File: config.mk
export PLATFORM = sky130hd
export DESIGN_NAME = booth_mult_arbiter
export DESIGN_NICKNAME = d
export VERILOG_FILES = /design/src/rtl/booth_mult_arbiter.sv
export SDC_FILE = /design/constraint.sdc
export NUM_CORES = 1
export LEC_CHECK = 0
export BUFFER_PORTS_ARGS = -buffer_cell sky130_fd_sc_hd__buf_2
export CAP_MARGIN = 10
export CORE_UTILIZATION = 44
export CTS_CLUSTER_SIZE = 30
export DETAILED_ROUTE_END_ITERATION = 10
export PLACE_DENSITY_LB_ADDON = 0.1
export SKIP_CTS_REPAIR_TIMING = 1
export SLEW_MARGIN = 20
export SYNTH_ARGS = -nofsm -noshare
export SYNTH_HDL_FRONTEND = slang
export SYNTH_SLANG_ARGS = --single-unit
File: constraint.sdc
create_clock -name clk -period 1.55 [get_ports clk]
set_clock_uncertainty 0.15 [all_clocks]
set_input_delay 0.155 -clock clk [delete_from_list [all_inputs] [get_ports clk]]
set_output_delay 0.155 -clock clk [all_outputs]
set_load 0.1 [all_outputs]
File: src/rtl/booth_mult_arbiter.sv
// booth_mult_arbiter: round-robin front end that shares one Booth multiplier
// among N_REQ requesters. Each grant runs a clear/load/iterate/capture
// sequence and then holds the product until the consumer accepts it.
module booth_mult_arbiter #(
  parameter int N_REQ      = 4,
  parameter int RUN_CYCLES = 4
) (
  input  logic                 clk,
  input  logic                 reset,
  input  logic [N_REQ-1:0]     req_valid,
  input  logic [4*N_REQ-1:0]   req_m,
  input  logic [4*N_REQ-1:0]   req_q,
  output logic [N_REQ-1:0]     req_ready,
  output logic                 resp_valid,
  input  logic                 resp_ready,
  output logic [7:0]           resp_p,
  output logic [2:0]           resp_id,
  output logic                 busy,
  output logic                 mult_reset,
  output logic                 mult_load,
  output logic [3:0]           mult_m,
  output logic [3:0]           mult_q,
  input  logic [7:0]           mult_p
);

  localparam int unsigned NU = N_REQ;
  localparam int          CW = $clog2(RUN_CYCLES + 1);

  typedef enum logic [2:0] {IDLE, CLR, LOAD, RUN, CAPT, RESP} state_t;

  state_t           state, state_nx;
  logic [2:0]       last_grant;
  logic [CW-1:0]    run_cnt;
  logic [3:0]       cap_m, cap_q;
  logic [2:0]       cap_id;

  logic             grant_any;
  logic [N_REQ-1:0] grant_vec;
  logic [2:0]       grant_idx;
  logic [3:0]       grant_m, grant_q;
  int unsigned      lg;

  // Round-robin pick: two passes, first above last_grant, then wrapping to 0
  always_comb begin
    grant_any = 1'b0;
    grant_vec = '0;
    grant_idx = '0;
    grant_m   = '0;
    grant_q   = '0;
    lg        = 32'(last_grant);
    for (int unsigned i = 0; i < NU; i++) begin
      if (!grant_any && req_valid[i] && (i > lg)) begin
        grant_any    = 1'b1;
        grant_vec[i] = 1'b1;
        grant_idx    = 3'(i);
        grant_m      = req_m[4*i +: 4];
        grant_q      = req_q[4*i +: 4];
      end
    end
    for (int unsigned i = 0; i < NU; i++) begin
      if (!grant_any && req_valid[i] && (i <= lg)) begin
        grant_any    = 1'b1;
        grant_vec[i] = 1'b1;
        grant_idx    = 3'(i);
        grant_m      = req_m[4*i +: 4];
        grant_q      = req_q[4*i +: 4];
      end
    end
  end

  // State register
  always_ff @(posedge clk) begin
    if (reset) state <= IDLE;
    else       state <= state_nx;
  end

  // Next-state logic
  always_comb begin
    state_nx = state;
    case (state)
      IDLE:    if (grant_any) state_nx = CLR;
      CLR:     state_nx = LOAD;
      LOAD:    state_nx = RUN;
      RUN:     if (run_cnt == CW'(1)) state_nx = CAPT;
      CAPT:    state_nx = RESP;
      RESP:    if (resp_valid && resp_ready) state_nx = IDLE;
      default: state_nx = IDLE;
    endcase
  end

  // Outputs decoded from state; reset forces the multiplier into clear
  always_comb begin
    req_ready  = (state == IDLE && !reset) ? grant_vec : '0;
    mult_reset = reset || (state == CLR);
    mult_load  = !reset && (state == LOAD);
    busy       = !reset && (state != IDLE);
  end

  assign mult_m = cap_m;
  assign mult_q = cap_q;

  // Operand capture, iteration counter and response registers
  always_ff @(posedge clk) begin
    if (reset) begin
      last_grant <= 3'(N_REQ - 1);
      cap_m      <= '0;
      cap_q      <= '0;
      cap_id     <= '0;
      run_cnt    <= '0;
      resp_valid <= 1'b0;
      resp_p     <= '0;
      resp_id    <= '0;
    end else begin
      case (state)
        IDLE: if (grant_any) begin
          last_grant <= grant_idx;
          cap_m      <= grant_m;
          cap_q      <= grant_q;
          cap_id     <= grant_idx;
        end
        LOAD: run_cnt <= CW'(RUN_CYCLES);
        RUN:  run_cnt <= run_cnt - CW'(1);
        CAPT: begin
          resp_p     <= mult_p;
          resp_id    <= cap_id;
          resp_valid <= 1'b1;
        end
        RESP: if (resp_ready) resp_valid <= 1'b0;
        default: ;
      endcase
    end
  end

endmodule

Word level (Yosys, flattened, before mapping)
Index checks and enable logic that the tools add are counted.

word-level totals
  input bits = 47
  memories = 0
  flip-flop bits (word level) = 32
  bits in read-only memories = 0
  output and inout bits = 27
  word-level logic and storage cells = 99
  memory bits (writable) = 0
  latch bits = 0

operators by class
  divide/modulo/power cells = 0
  magnitude comparators = 6
  muxes and demuxes = 42
  reductions and logical operators = 31
  multipliers = 0
  shift-type cells = 0
  equality and inequality tests = 10
  bitwise operators = 0
  $add $sub $neg = 1

operators by type and width
  operator                                            number
  two-way mux 4 bit                                   15
  two-way mux 3 bit                                   8
  one-hot mux 3 bit (6 select lines)                  1
  logical AND 1 bit                                   16
  two-way mux 1 bit                                   15
  inequality test 2 bit, second input constant        4
  zero test 1 bit                                     7
  == test 3 x 1 -> 1 bit, second input constant       2
  == test 3 x 2 -> 1 bit, second input constant       2
  == test 3 bit, second input constant                2
  > comparator 2 x 3 -> 1 bit, first input constant   2
  <= comparator 2 x 3 -> 1 bit, first input constant  2
  one-hot mux 3 bit (2 select lines)                  1
  AND reduction 2 bit                                 2
  nonzero test 2 bit                                  2
  > comparator 1 x 3 -> 1 bit, first input constant   1
  <= comparator 1 x 3 -> 1 bit, first input constant  1
  zero test 3 bit                                     1
  AND reduction 3 bit                                 1
  nonzero test 3 bit                                  1
  subtractor 3 x 1 -> 3 bit, second input constant    1
  two-way mux 2 bit                                   1
  one-hot mux 1 bit (2 select lines)                  1
  logical OR 1 bit                                    1

Depth between registers and ports, before layout
Gate-level depths: netlist of run 1.

  word-level depth = 28
  gate-level depth with buffers = 7
  gate-level depth less buffers = 7

Worst setup path before layout of run 1
OpenSTA, ideal clock, no wires.

  kind = register to output
  start point = register state[2]
  end point = output port req_ready[0]
  cell stages (with the launch flop) = 4
  path slack = -1925 ps
  arrival = 3170 ps
  buffers on the path = 1
  required time = 1245 ps
  path through = dfxtp_1 clkbuf_1 or4_1 nor3_1

on the way
  longest elaborated chain between the ends = 3

ends and longest elaborated chain
  item                      line  RTL
  start: declaration        31    state_t state, state_nx;
  start signal: assignment  74    else state <= state_nx;
  zero test 3 bit           93    req_ready = (state == IDLE && !reset) ? grant_vec : '0;
  logical AND 1 bit         93
  two-way mux 4 bit         93
  end: declaration          13    output logic [N_REQ-1:0] req_ready,

Every way passes these cells.

Worst setup path after layout of run 1
  start point = register state[1]
  end point = output port req_ready[0]

Same word-level chain as after synthesis.

==> impl_metrics.toml, run 1 <==
[global_routing]
grt_pass1_wl_um = 9080
grt_pass1_vias = 2055
grt_max_degree = 33
grt.total_usage_pct = 26.6
grt_antenna_before_repair = 0
grt_overflow = 0

[route]
wirelength_um = 6900
wl_per_cell_um = 16.3
drt_first_pass_iters = 4
viasPerCell = 5.61
drtIter0Drc = 135
drtAntennaViolNets = 0
vias = 2379
drc = 0

[final_layout]
instances_no_fill = 424
syn2layout_area_growth_pct = 81.5
drive_gt1_share_pct = 57.8
final_cell_mix = "buf_2 (66), buf_4 (45), nor2_1 (22)"
fillerInstances = 255
utilization_pct = 84.8
postLayoutCellArea_um2 = 3440
diodes = 0
final_common_cell = "buf_2"
nets = 422

[placement]
dp_cells = 392
postPlaceCellArea_um2 = 2840
gp_congestion = 0.912
portBuffers = 72
dp_hpwl_um = 4240

[run]
drv_cap = 0

[sta]
rsz0062_at_grt = "true"
setup_tns_ns = -5.80
finalCritPeriodShare_pct = 131
final_max_slew_viol_count = 0
min_period_ns = 2.03
finalHoldViolCount = 0
clock.fmax_mhz = 492
setup_violations = 29
setup_slack_ns = -0.485

[critical_path]
r2r_slack_ns = -0.34
crit_required_ns = 1.24
timing.critical_path.from = "state[1]"
critPathMaxFanout = 5
crit_arrival_ns = 1.73
regToRegStartpoint = "last_grant[1]"
reg2reg_to = "mult_q[3]"
worstSetupPathType = "flop to output port"
critPathCaptureType = "output port"
reg2reg_depth = 8
endpoint = "req_ready[0]"
start_kind = "flop"

[power_and_ir_drop]
finalPower_w = 0.00301
clkPwrFrac_pct = 22.9
p_seq_share_pct = 27.9
p_switching_w = 0.00122
power.internal_w = 0.00178
power.share.combinational_pct = 49.2
swShare_pct = 40.7
power_density_nw_per_um2 = 874
p_leak_nw = 1.52
vdd_drop_max_v = 0.000739

[outcome]
status = "finished with violations"
violations = "negative setup slack"

[clock_network]
cts_sinks = 29
cts_buffer_depth = 2
clock_latency_ns = 0.29
clk_pin_slew_worst_paths_ns = 0.08
cts_tree = "done"
cts-root-buf = "clkbuf_8"
htreeDepth = 2
cts_buffers = 5

[yosys]
avgSynthCellArea_um2 = 8.03
synth-simple-area-share_pct = 25.2
synthArstFlopShare_pct = 0
synth_area_um2 = 1900
synth-seq-cells = 29
synth_seq_area_share_pct = 30.6
synth_top_area_share_pct = 30.6
synth_top_family_by_area = "compound AO/OA/AOI/OAI gates"
yosys.area_share.xor_xnor_pct = 0
synth-edff-count = 0
yosysWarnings = 0
synth.area.top_cells = "dfxtp_1 (31%), a221oi_2 (7.9%), mux2i_1 (6.3%)"
ys_types = 45
syn-num-nets = 285
synthCells = 236
synth_mux_area_share_pct = 6.34
synth_ff_type = "dfxtp_1"
synth_fa_ha_area_share_pct = 1.32
synth_compound_area_share_pct = 30.6
synth_area_leader_cell = "dfxtp_1"

[die]
start_util_pct = 46.7
dieArea_um2 = 4570
die_w_um = 67.6
rows = 23
die_h_um = 67.6
design.core.area_um2 = 4060
design.portCount = 74

[worst_hold_path]
hold_path_class = "primary input to flop"
## logic make-up (layout without fill, tap and decap cells)
| logic type | after synthesis | after routing |
|---|---|---|
| AND/OR/NAND/NOR | 91 | 91 |
| AO/OA/AOI/OAI | 75 | 75 |
| flip-flops | 29 | 29 |
| buffers and inverters | 26 | 164 |
| multiplexers | 12 | 12 |
| adder cells (fa/ha/maj) | 2 | 2 |
| other | 1 | 1 |
## critical path, cell delays in order, from the launching register on
cell	delay, ns
dfxtp_2	0.33
buf_6	0.11
or4_4	0.61
nor3_4	0.20
buf_12	0.20
## registers in the layout, indices dropped and copies added (netlist names)
name        cells
mult_q          4
last_grant      2
state           3
cap_id          2
mult_m          4
resp_p          8
resp_valid      1
resp_id         2
run_cnt         3
## how the worst min path moves through the flow
stage | start | end | depth (start not counted) | slack, ns
floorplan | reset | mult_m[0] | 2 | 0.15
global placement | mult_p[1] | resp_p[1] | 3 | 0.24
detailed placement | mult_p[4] | resp_p[4] | 3 | 0.25
CTS | mult_p[1] | resp_p[1] | 3 | -0.06
global route | req_q[7] | mult_q[3] | 3 | 0.002
finish | req_q[7] | mult_q[3] | 3 | 0.002
## routing by layer
layer	GRT usage, %	share of wire [%]	wire, µm	vias to the layer above
li1	-	-	-	1144
met1	30.5	40	2770	1124
met2	47.4	51	3530	98
met3	5.24	6.5	448	13
met4	10.9	2.2	150	0
met5	0	0	0	-
## through the flow
stage	hold slack [ns]	setup WS (ns)
after floorplan	0.146	-0.456
after global placement	0.237	-0.284
after detailed placement	0.255	-0.334
after CTS	-0.0628	-0.579
after global routing	0.00181	-0.543
final	0.00152	-0.485
## layout make-up
cell class | count | area (µm²) | share of cell area, %
inverter | 8 | 30.0 | 0.873
timing repair buffer | 148 | 1160 | 33.7
sequential | 29 | 591 | 17.2
clock buffer | 6 | 82.6 | 2.40
tap | 50 | 62.6 | 1.82
multi-input combinational | 181 | 1500 | 43.6
clock inverter | 2 | 13.8 | 0.400
## power groups by stage
stage               clock network [W]  logic [W]  registers (W)
CTS                          0.000696    0.00119       0.000836
floorplan                           0   0.000559        0.00107
detailed placement                  0    0.00119       0.000852
global route                 0.000720    0.00155       0.000849
finish                       0.000689    0.00148       0.000840
global placement                    0    0.00118       0.000850
## synth_stat cells, drive strengths merged (2+ instances only)
master  instances
a211o           2
mux2i          12
o21ai          11
o32ai           2
nor2b           3
buf             7
nor3            4
a211oi          3
o221ai          5
nand3b          5
nor2           30
nand2b          8
nor4            2
or4             3
and3b           7
a31oi          10
dfxtp          29
inv             8
a21oi          19
a221oi         12
clkbuf         11
nand2          24
nand3           2
ha              2
o22ai           4
(Power assumes the default switching activity.)
==> inputs of run 2 (changes only) <==
Settings changed: CORE_UTILIZATION 44 to 41, REMOVE_ABC_BUFFERS set to 1.
==> impl_metrics.toml, run 2 (synthesis gave the netlist of run 1 again) <==
[outcome]
status = "finished with violations"
violations = "negative hold slack, negative setup slack"

[clock_network]
cts_tree = "done"
cts_buffer_depth = 2
clk_pin_slew_worst_paths_ns = 0.08
clock_latency_ns = 0.29
cts_buffers = 5
cts_sinks = 29
htreeDepth = 2
cts-root-buf = "clkbuf_8"

[route]
drt_first_pass_iters = 4
drc = 0
viasPerCell = 5.54
drtAntennaViolNets = 0
met1Wirelength_um = 2540
routed.top_layer = "met4"
wirelength_um = 6100
wl_per_cell_um = 14.5
drtIter0Drc = 146
vias = 2325
met3_length_um = 396
wl_met2_um = 3110

[final_layout]
drive_gt1_share_pct = 50.8
largest_reg_flops = 8
final_cell_mix = "buf_2 (66), buf_4 (48), dfxtp_1 (25)"
final_common_cell = "buf_2"
nets = 416
top_register = "resp_p"
diodes = 0
syn2layout_area_growth_pct = 70.8
postLayoutCellArea_um2 = 3240

[die]
dieArea_um2 = 4900
start_util_pct = 43.2
design.core.area_um2 = 4380
die_w_um = 70.0
design.portCount = 74
rows = 24
die_h_um = 70.0

[critical_path]
critPathCaptureType = "output port"
crit_arrival_ns = 1.64
cpMaxStageDelayCell = "or4_4"
worst-path-buf-inv = 1
crit_cells = 5
reg2reg_depth = 9
max_stage_delay_ns = 0.45
critPathMaxFanout = 3
crit_chain = "nand2_2 -> or4_4 -> o21ai_4 -> nor2b_4 -> buf_12"
crit_required_ns = 1.24
worstSetupPathType = "flop to output port"
cp_top_family = "simple AND/OR/NAND/NOR gates"
start_kind = "flop"

[placement]
dp_hpwl_um = 4180
place_ws_ns = -0.301
gp_congestion = 0.845
postPlaceCellArea_um2 = 2760
portBuffers = 72

[worst_hold_path]
hold_path_class = "primary input to flop"
whs_path_depth = 3

[sta]
setup_violations = 18
whs_ns = -0.0000727
min_period_ns = 1.95
setup_tns_ns = -4.38
rsz0062_at_grt = "true"
finalCritPeriodShare_pct = 125
final_max_slew_viol_count = 0
finalHoldViolCount = 1
setup_slack_ns = -0.395
clock.fmax_mhz = 514

[run]
drv_cap = 0

[power_and_ir_drop]
finalPower_w = 0.00285
power_density_nw_per_um2 = 881
p_leak_nw = 1.44
vdd_drop_max_v = 0.000550

[global_routing]
grt_max_degree = 33
grt.total_usage_pct = 23.3
grt_pass1_wl_um = 9230
grt_pass1_vias = 2049
grt_antenna_before_repair = 0
grt_overflow = 0
==> run 2: changes by cell type in the layout (fill, tap and decap cells not counted), sizes merged <==
cell,before,now
dlygate4sd3,12,11
buf,136,131
==> run 2: metal layers <==
layer	GRT usage, %	up-vias
li1	-	1139
met1	28.5	1084
met2	40.8	93
met3	6.06	9
met4	5.11	0
met5	0	-
==> run 2: final timing paths <==
path / to / slack (ns) / start
min reg2reg: run_cnt[1] / 0.31 / run_cnt[1]
max: req_ready[3] / -0.40 / last_grant[1]
max reg2reg: mult_q[3] / -0.33 / last_grant[1]
min: mult_q[0] / -0.00007 / req_q[4]
==> run 2: tightest hold or removal path, cell delays in order <==
cell      delay (ns)
buf_2           0.11
nand2_1         0.07
a221oi_2        0.06
==> run 2: per-stage QoR <==
stage	utilization (%)	instances
final	73.8	420
after global routing	73.8	420
after CTS	65.2	400
after detailed placement	63.0	392
after global placement	63.0	392
after floorplan	-	218
==> run 2: layout make-up <==
type / count / area [µm²]
Clock buffer: 6 / 82.6
Multi-Input combinational cell: 181 / 1380
Sequential cell: 29 / 586
Inverter: 8 / 30.0
Tap cell: 52 / 65.1
Fill cell: 333 / 1150
Clock inverter: 2 / 13.8
Timing Repair Buffer: 142 / 1080
==> run 2: power breakdown <==
part / internal [W] / switching, W / leakage, nW
Sequential: 0.000804 / 0.0000321 / 0.237
Clock: 0.000360 / 0.000330 / 0.0512
Combinational: 0.000543 / 0.000783 / 1.15
==> inputs of run 3 (changes only) <==
Settings changed: SETUP_SLACK_MARGIN set to 0.2.
==> impl_metrics.toml, run 3 (synthesis gave the netlist of run 1 again) <==
[critical_path]
crit_required_ns = 1.24
critPathCaptureType = "output port"
reg2reg_to = "mult_q[3]"
critPathMaxFanout = 3
start_kind = "flop"
worstSetupPathType = "flop to output port"
reg2reg_depth = 6
r2r_slack_ns = -0.34
crit_arrival_ns = 1.65
crit_chain = "or4_4 -> buf_6 -> a21oi_4 -> buf_12"
cpMaxStageDelayCell = "or4_4"
max_stage_delay_ns = 0.54
regToRegStartpoint = "state[2]"

[power_and_ir_drop]
p_leak_nw = 1.48
clkPwrFrac_pct = 23.8
power.share.combinational_pct = 47.6
vdd_drop_max_v = 0.000553
power.internal_w = 0.00176
power_density_nw_per_um2 = 860
swShare_pct = 40.0
p_switching_w = 0.00117
p_seq_share_pct = 28.6

[clock_network]
htreeDepth = 2
cts_buffer_depth = 2
clock_latency_ns = 0.29
clk_pin_slew_worst_paths_ns = 0.07
cts-root-buf = "clkbuf_8"
cts_buffers = 5
cts_sinks = 29
cts_tree = "done"

[final_layout]
top_register = "resp_p"
drive_gt1_share_pct = 54.5
largest_reg_flops = 8
nets = 422
final_cell_mix = "buf_2 (47), buf_4 (47), dfxtp_1 (23)"
syn2layout_area_growth_pct = 80.2
instances_no_fill = 426
diodes = 0
fillerInstances = 301

[sta]
setup_violations = 29
clock.fmax_mhz = 510
final_max_slew_viol_count = 0
setup_slack_ns = -0.409
whs_ns = -0.00184
min_period_ns = 1.96
rsz0062_at_grt = "true"
finalHoldViolCount = 2
finalCritPeriodShare_pct = 126

[placement]
place_ws_ns = -0.301
dp_hpwl_um = 4180
gp_congestion = 0.845
portBuffers = 72
dp_cells = 392

[global_routing]
grt.total_usage_pct = 23.3
grt_antenna_before_repair = 0
grt_max_degree = 33
grt_overflow = 0
grt_pass1_wl_um = 9230
grt_pass1_vias = 2049

[die]
die_h_um = 70.0
dieArea_um2 = 4900
design.portCount = 74
die_w_um = 70.0
rows = 24
design.core.area_um2 = 4380
start_util_pct = 43.2

[worst_hold_path]
min-delay-start = "req_q[4]"
whs_path_depth = 3
hold_path_class = "primary input to flop"
hold_path_end = "mult_q[0]"

[route]
drt_first_pass_iters = 4
drc = 0
drtAntennaViolNets = 0
drtIter0Drc = 102
wl_per_cell_um = 14.8
viasPerCell = 5.54
vias = 2360
wirelength_um = 6310

[outcome]
violations = "negative hold slack, negative setup slack"
status = "finished with violations"

[run]
drv_cap = 0
run 3: critical path: cells and delay by family, from the launching register on:
family / cells / cell delay, ns
AO/OA/AOI/OAI: 1 / 0.14
buffers and inverters: 2 / 0.35
flip-flops: 1 / 0.34
AND/OR/NAND/NOR: 1 / 0.54
run 3: power groups by stage:
stage	Clock, W	Combinational, W	Sequential, W
6_report	0.000699	0.00140	0.000841
3_3_place_gp	0	0.00116	0.000845
3_5_place_dp	0	0.00116	0.000847
4_1_cts	0.000703	0.00116	0.000831
5_1_grt	0.000758	0.00148	0.000848
2_1_floorplan	0	0.000449	0.00109
run 3: per-stage QoR:
step	area [µm²]	util (%)	total power, W	setup TNS, ns
floorplan	1820	-	0.00154	-14.48
global placement	2760	63.0	0.00200	-3.40
detailed placement	2760	63.0	0.00201	-3.57
CTS	2860	65.2	0.00270	-5.59
global route	3420	77.9	0.00308	-7.56
finish	3420	77.9	0.00294	-5.39
run 3: cell type report:
cell class | count | area, µm² | area share (%)
flip-flops and latches | 29 | 588 | 17.2
inverters | 8 | 30.0 | 0.879
multi-input cells | 181 | 1420 | 41.6
well taps | 52 | 65.1 | 1.90
repair buffers | 148 | 1210 | 35.6
clock inverters | 2 | 13.8 | 0.403
clock buffers | 6 | 82.6 | 2.42
run 3: worst max path at each step:
stage	startpoint	endpoint	cells after the start
floorplan	state[2]	req_ready[0]	2
global placement	last_grant[0]	mult_q[3]	7
detailed placement	last_grant[0]	mult_m[3]	7
CTS	last_grant[0]	req_ready[3]	5
global route	last_grant[1]	req_ready[1]	7
finish	state[1]	req_ready[2]	4
run 3: per-layer routing:
metal	up-vias	global-route usage, %	routed length, µm
met5	-	0	0
met4	0	5.11	102
met1	1096	28.5	2550
met2	102	40.8	3230
li1	1150	-	-
met3	12	6.06	430
